File: config.mk
export PLATFORM = sky130hd
export DESIGN_NAME = mmio_timer
export DESIGN_NICKNAME = d
export VERILOG_FILES = /design/src/rtl/mmio_pkg.sv /design/src/rtl/mmio_prescaler.sv /design/src/rtl/mmio_timer.sv
export SDC_FILE = /design/constraint.sdc
export NUM_CORES = 1
export LEC_CHECK = 0
export CAP_MARGIN = 20
export CELL_PAD_IN_SITES_DETAIL_PLACEMENT = 0
export CELL_PAD_IN_SITES_GLOBAL_PLACEMENT = 2
export CORE_MARGIN = 3
export CORE_UTILIZATION = 28
export CTS_CLUSTER_DIAMETER = 50
export DETAILED_ROUTE_END_ITERATION = 16
export DONT_BUFFER_PORTS = 1
export GPL_TIMING_DRIVEN = 0
export PLACE_DENSITY = 0.59
export SYNTH_ARGS = -nofsm -noshare
export SYNTH_HDL_FRONTEND = slang
export SYNTH_SLANG_ARGS = --single-unit
File: constraint.sdc
create_clock -name clk -period 4.1 [get_ports clk]
set_input_delay 1.23 -clock clk [delete_from_list [all_inputs] [get_ports clk]]
set_output_delay 1.23 -clock clk [all_outputs]
set_load 0.02 [all_outputs]
File: src/rtl/mmio_pkg.sv
// Shared constants for the memory-mapped I/O blocks: the timer register map, the CTRL bit
// positions and the timer base address decoded at the top level.
package mmio_pkg;

  localparam logic [31:0] TIMER_BASE = 32'h0300_0000;

  localparam logic [2:0] TIMER_CTRL     = 3'd0;
  localparam logic [2:0] TIMER_PRESCALE = 3'd1;
  localparam logic [2:0] TIMER_LOAD     = 3'd2;
  localparam logic [2:0] TIMER_COUNT    = 3'd3;
  localparam logic [2:0] TIMER_STATUS   = 3'd4;

  localparam int unsigned CTRL_EN       = 0;
  localparam int unsigned CTRL_PERIODIC = 1;
  localparam int unsigned CTRL_IRQ_EN   = 2;

  // Merge the bytes of wdata selected by wstrb into old.
  function automatic logic [31:0] apply_wstrb(input logic [31:0] old,
                                               input logic [31:0] wdata,
                                               input logic [3:0]  wstrb);
    logic [31:0] res;
    res = old;
    for (int i = 0; i < 4; i++) begin
      if (wstrb[i]) res[8*i +: 8] = wdata[8*i +: 8];
    end
    return res;
  endfunction

endpackage

File: src/rtl/mmio_prescaler.sv
// Prescaler for the timer: pcnt runs 0..limit while enabled and ticks on reaching limit.
module mmio_prescaler #(
  parameter int unsigned PRESCALE_W = 16
) (
  input  logic                  clk,
  input  logic                  reset,
  input  logic                  en,
  input  logic                  clear,
  input  logic [PRESCALE_W-1:0] limit,
  output logic                  tick
);

  logic [PRESCALE_W-1:0] pcnt_q;

  assign tick = en && (pcnt_q == limit);

  always_ff @(posedge clk) begin
    if (reset || clear || !en || tick) begin
      pcnt_q <= '0;
    end else begin
      pcnt_q <= pcnt_q + PRESCALE_W'(1);
    end
  end

endmodule

File: src/rtl/mmio_timer.sv
// 32-bit down-counting timer slave on the CPU native memory bus, with prescaler,
// one-shot/periodic modes and a level interrupt.
module mmio_timer
  import mmio_pkg::*;
#(
  parameter int unsigned PRESCALE_W = 16,
  parameter logic [31:0] RESET_LOAD = 32'hFFFF_FFFF
) (
  input  logic        clk,
  input  logic        reset,
  input  logic        sel,
  input  logic        mem_valid,
  input  logic [2:0]  mem_addr,
  input  logic [3:0]  mem_wstrb,
  input  logic [31:0] mem_wdata,
  output logic [31:0] mem_rdata,
  output logic        mem_ready,
  output logic        irq
);

  logic [2:0]            ctrl_q, ctrl_d;
  logic [PRESCALE_W-1:0] prescale_q, prescale_d;
  logic [31:0]           load_q, load_d;
  logic [31:0]           count_q, count_d;
  logic                  match_q, match_d;
  logic                  ready_q;
  logic [31:0]           rdata_q, rd_mux;
  logic                  access, wr, tick, expire, pcnt_clear;

  assign access = sel && mem_valid && !ready_q;
  assign wr     = access && (|mem_wstrb);
  assign expire = tick && (count_q == '0);

  mmio_prescaler #(
    .PRESCALE_W(PRESCALE_W)
  ) u_prescaler (
    .clk  (clk),
    .reset(reset),
    .en   (ctrl_q[CTRL_EN]),
    .clear(pcnt_clear),
    .limit(prescale_q),
    .tick (tick)
  );

  // Order matters: bus writes override the tick decrement, while expiry overrides both
  // a same-cycle MATCH clear and a same-cycle EN write.
  always_comb begin
    ctrl_d     = ctrl_q;
    prescale_d = prescale_q;
    load_d     = load_q;
    count_d    = count_q;
    match_d    = match_q;
    pcnt_clear = 1'b0;

    if (tick) begin
      if (count_q == '0) count_d = ctrl_q[CTRL_PERIODIC] ? load_q : count_q;
      else               count_d = count_q - 32'd1;
    end

    if (wr) begin
      case (mem_addr)
        TIMER_CTRL: begin
          if (mem_wstrb[0]) begin
            ctrl_d     = mem_wdata[2:0];
            pcnt_clear = mem_wdata[CTRL_EN] && !ctrl_q[CTRL_EN];
          end
        end
        TIMER_PRESCALE: prescale_d = PRESCALE_W'(apply_wstrb(32'(prescale_q), mem_wdata,
                                                             mem_wstrb));
        TIMER_LOAD:     load_d     = apply_wstrb(load_q, mem_wdata, mem_wstrb);
        TIMER_COUNT: begin
          count_d    = apply_wstrb(count_q, mem_wdata, mem_wstrb);
          pcnt_clear = 1'b1;
        end
        TIMER_STATUS: begin
          if (mem_wstrb[0] && mem_wdata[0]) match_d = 1'b0;
        end
        default: ;
      endcase
    end

    if (expire) begin
      match_d = 1'b1;
      if (!ctrl_q[CTRL_PERIODIC]) ctrl_d[CTRL_EN] = 1'b0;
    end
  end

  always_comb begin
    case (mem_addr)
      TIMER_CTRL:     rd_mux = {29'd0, ctrl_q};
      TIMER_PRESCALE: rd_mux = 32'(prescale_q);
      TIMER_LOAD:     rd_mux = load_q;
      TIMER_COUNT:    rd_mux = count_q;
      TIMER_STATUS:   rd_mux = {31'd0, match_q};
      default:        rd_mux = 32'd0;
    endcase
  end

  always_ff @(posedge clk) begin
    if (reset) begin
      ctrl_q     <= '0;
      prescale_q <= '0;
      load_q     <= RESET_LOAD;
      count_q    <= '0;
      match_q    <= 1'b0;
      ready_q    <= 1'b0;
      rdata_q    <= '0;
    end else begin
      ctrl_q     <= ctrl_d;
      prescale_q <= prescale_d;
      load_q     <= load_d;
      count_q    <= count_d;
      match_q    <= match_d;
      ready_q    <= access;
      if (access) rdata_q <= rd_mux;
    end
  end

  assign mem_ready = ready_q;
  assign mem_rdata = rdata_q;
  assign irq       = match_q && ctrl_q[CTRL_IRQ_EN];

endmodule
==> impl_metrics.csv <==
group,metric,value,unit
grt,grt_max_degree,17,
synthesis,synth_edf_count,0,
finish,area_growth,14.1,%
timing,fin_crit,3.95,ns
floorplan,ios,77,
finish,n_antenna_cell,0,
grt,overflow,0,
drt,vias,6822,
clock_tree,holdBufCountCts,0,
timing,slew_headroom,0.342,
critical_path,cp-start-kind,"input port",
power,power_density,443,nW/um^2
critical_path,cp.required,4.42,ns
timing,tightest_slew,0.988,ns
synthesis,synthArstFlopShare,0,
clock_tree,clock-sinks,133,
grt,grt_first_pass_wirelength,44500,um
synthesis,synth_flop_cell,"dfxtp_1",
critical_path,cp.arrival,4.26,ns
finish,fin_cells,1239,
floorplan,die_h,166,um
power,total_power,0.00365,W
power,irDropWorstVdd,0.202,mV
timing,setup-violations-final,0,
timing,finalCritPeriodShare,0.963,
drt,vias_per_cell,5.51,
power,p_leak,3.20,nW
clock_tree,cts_buffers,17,
timing,finalHoldViolCount,0,
synthesis,synthCells,877,
placed_design,dpl_cell_area,7620,sq um
drt,dr.pass1.iters,5,
floorplan,rows,58,
drt,drc,0,
drt,first_iter_violations,514,
critical_path,crit_type,"input port to flop",
outcome,outcome,"completed",
clock_tree,htree_num_levels,4,
clock_tree,cts_max_path_buffers,2,
timing,fmax,253,MHz
floorplan,core,25300,sq um
synthesis,synth_area,7210,sq um
placed_design,io_buffers,0,
timing,skew,0.0122,ns
flow_run,maxCapViolations,0,
floorplan,dieWidth,166,um
floorplan,dieArea,27700,sq um
floorplan,initial_utilization,0.286,
critical_path,end_kind,"flop",
clock_tree,cts_tree,"yes",
clock_tree,cts_root_buf,"clkbuf_16",
synthesis,ys_seq_area_frac,0.369,
finish,final_cell_area,8230,sq um
finish,drive_gt1_frac,0.0770,
timing,final-max-slew-violation-count,0,
grt,antenna_found_initial,0,
clock_tree,clk_latency,0.43,ns
worst_hold_path,hold_class,"flop to flop",
synthesis,syn-num-nets,923,
drt,wirelength,29800,um
clock_tree,post_cts_buffers,0,
finish,final_nets,943,
placed_design,place_inst,1207,
grt,track_usage,0.211,
synthesis,synth_cell_types,71,
clock_tree,post_cts_resized,0,
placed_design,gp_congestion,0.838,
drt,wl_per_cell,24.1,um
synthesis,yosys_warnings,0,
timing,grt_setup_unrepaired,"false",
finish,nFillCells,2710,
placed_design,hpwl,21700,um
grt,first_global_vias,6845,
drt,ant_nets,0,
synthesis,ys_ff_latch,133,
synthesis,syn_area_per_cell,8.22,sq um
critical_path,cp_max_fo,10,
clock_tree,path_clk_slew,0.07,ns
## cells by family (layout without fill, tap and decap cells)
| group | after synthesis | after routing | share of synthesized area |
|---|---|---|---|
| muxes | 68 | 68 | 0.0980 |
| buffers and inverters | 74 | 106 | 0.0472 |
| DFF | 133 | 133 | 0.369 |
| AOI/OAI and AO/OA | 212 | 212 | 0.193 |
| and+or+nand+nor | 355 | 355 | 0.248 |
| adders and majority gates | 3 | 3 | 0.00521 |
| xor gates and xnor gates | 32 | 32 | 0.0389 |
## cell usage after synthesis (4+ instances only)
cell type    n  area (sq um)
nor4_1      16           100
a211o_1     33           289
nand2b_1     7          43.8
and3_1      42           263
nand3b_1     5          37.5
buf_2        9          45.0
nor3_1       9          45.0
o211ai_1     7          52.6
or3_1        4          25.0
mux2i_1     65           651
nor2_1     161           604
nand3_1     24           120
inv_1        9          33.8
o31ai_1      7          52.6
dfxtp_1    133          2660
o21ai_0     30           150
clkbuf_1    46           173
xnor2_1     16           140
a22oi_1      7          52.6
nand4_1      8          50.1
a211oi_1    10          75.1
and2_1       5          31.3
a31oi_1     11          68.8
a21oi_1     74           370
nand2_1     43           161
nor2b_1      5          31.3
xor2_1      16           140
o22ai_1      8          50.1
## state kept, by name (all words and copies together) (netlist names)
| register | cells |
|---|---|
| load_q | 32 |
| u_prescaler.pcnt_q | 16 |
| mem_ready | 1 |
| match_q | 1 |
| prescale_q | 16 |
| mem_rdata | 32 |
| count_q | 32 |
| ctrl_q | 3 |
## cell type report
class	count	area, sq um	share of cell area
inverter	10	37.5	0.00456
timing repair buffer	1	5.00	0.000608
buffer	64	303	0.0368
clock inverter	12	155	0.0189
multi-input combinational	670	4210	0.511
tap	330	413	0.0502
sequential	133	2660	0.324
clock buffer	19	443	0.0538
## power breakdown
part	switching, W	internal, W	total (W)
Sequential	0.0000307	0.00131	0.00134
Combinational	0.000455	0.000231	0.000686
Clock	0.000648	0.000971	0.00162
Total	0.00113	0.00251	0.00365
## per-stage QoR
step / setup slack, ns / TNS, ns / util / hold slack (ns)
2_1_floorplan: 1.09 / 0 / - / 0.449
3_3_place_gp: -0.342 / -9.89 / 0.302 / 0.473
3_5_place_dp: -0.330 / -9.51 / 0.302 / 0.479
4_1_cts: 0.117 / 0 / 0.326 / 0.497
5_1_grt: 0.0116 / 0 / 0.326 / 0.511
6_report: 0.151 / 0 / 0.326 / 0.497
## worst paths after layout
| path | slack (ns) | to | from | cells after the start |
|---|---|---|---|---|
| min reg2reg | 0.50 | load_q[21]$_SDFFE_PP1P_ | load_q[21]$_SDFFE_PP1P_ | 1 |
| max reg2reg | 0.46 | load_q[16]$_SDFFE_PP1P_ | mem_ready$_SDFF_PP0_ | 7 |
| max | 0.15 | load_q[16]$_SDFFE_PP1P_ | mem_valid | 7 |
| min | 0.50 | load_q[21]$_SDFFE_PP1P_ | load_q[21]$_SDFFE_PP1P_ | 1 |
## layer usage
metal | share of wire | vias to the layer above | global-route usage | routed length, um
li1 | - | 3236 | - | -
met1 | 0.44 | 3321 | 0.276 | 13200
met2 | 0.47 | 213 | 0.346 | 14000
met3 | 0.053 | 52 | 0.0406 | 1590
met4 | 0.032 | 0 | 0.0821 | 950
met5 | 0 | - | 0 | 0
## placed cells by master, fill, tap and decap left out, types with 7 or more instances in the layout
master     instances
nor3_1             9
a31oi_1           11
nor4_1            16
nand4_1            8
a211oi_1          10
o22ai_1            8
clkbuf_16         17
and3_1            42
buf_2              9
o31ai_1            7
nand3_1           24
o21ai_0           30
a211o_1           33
dfxtp_1          133
a21oi_1           74
xnor2_1           16
o211ai_1           7
nor2_1           161
clkbuf_1          47
inv_1              9
a22oi_1            7
nand2_1           43
mux2i_1           65
xor2_1            16
nand2b_1           7
## worst max-delay path: stages
cell	delay [ns]
nand3b_1	0.30
nor2_1	0.49
nand2_1	0.41
nor2_1	0.67
buf_2	0.41
nand2_1	0.35
a211o_1	0.39
Note: power is estimated with default switching activity, not from simulation.
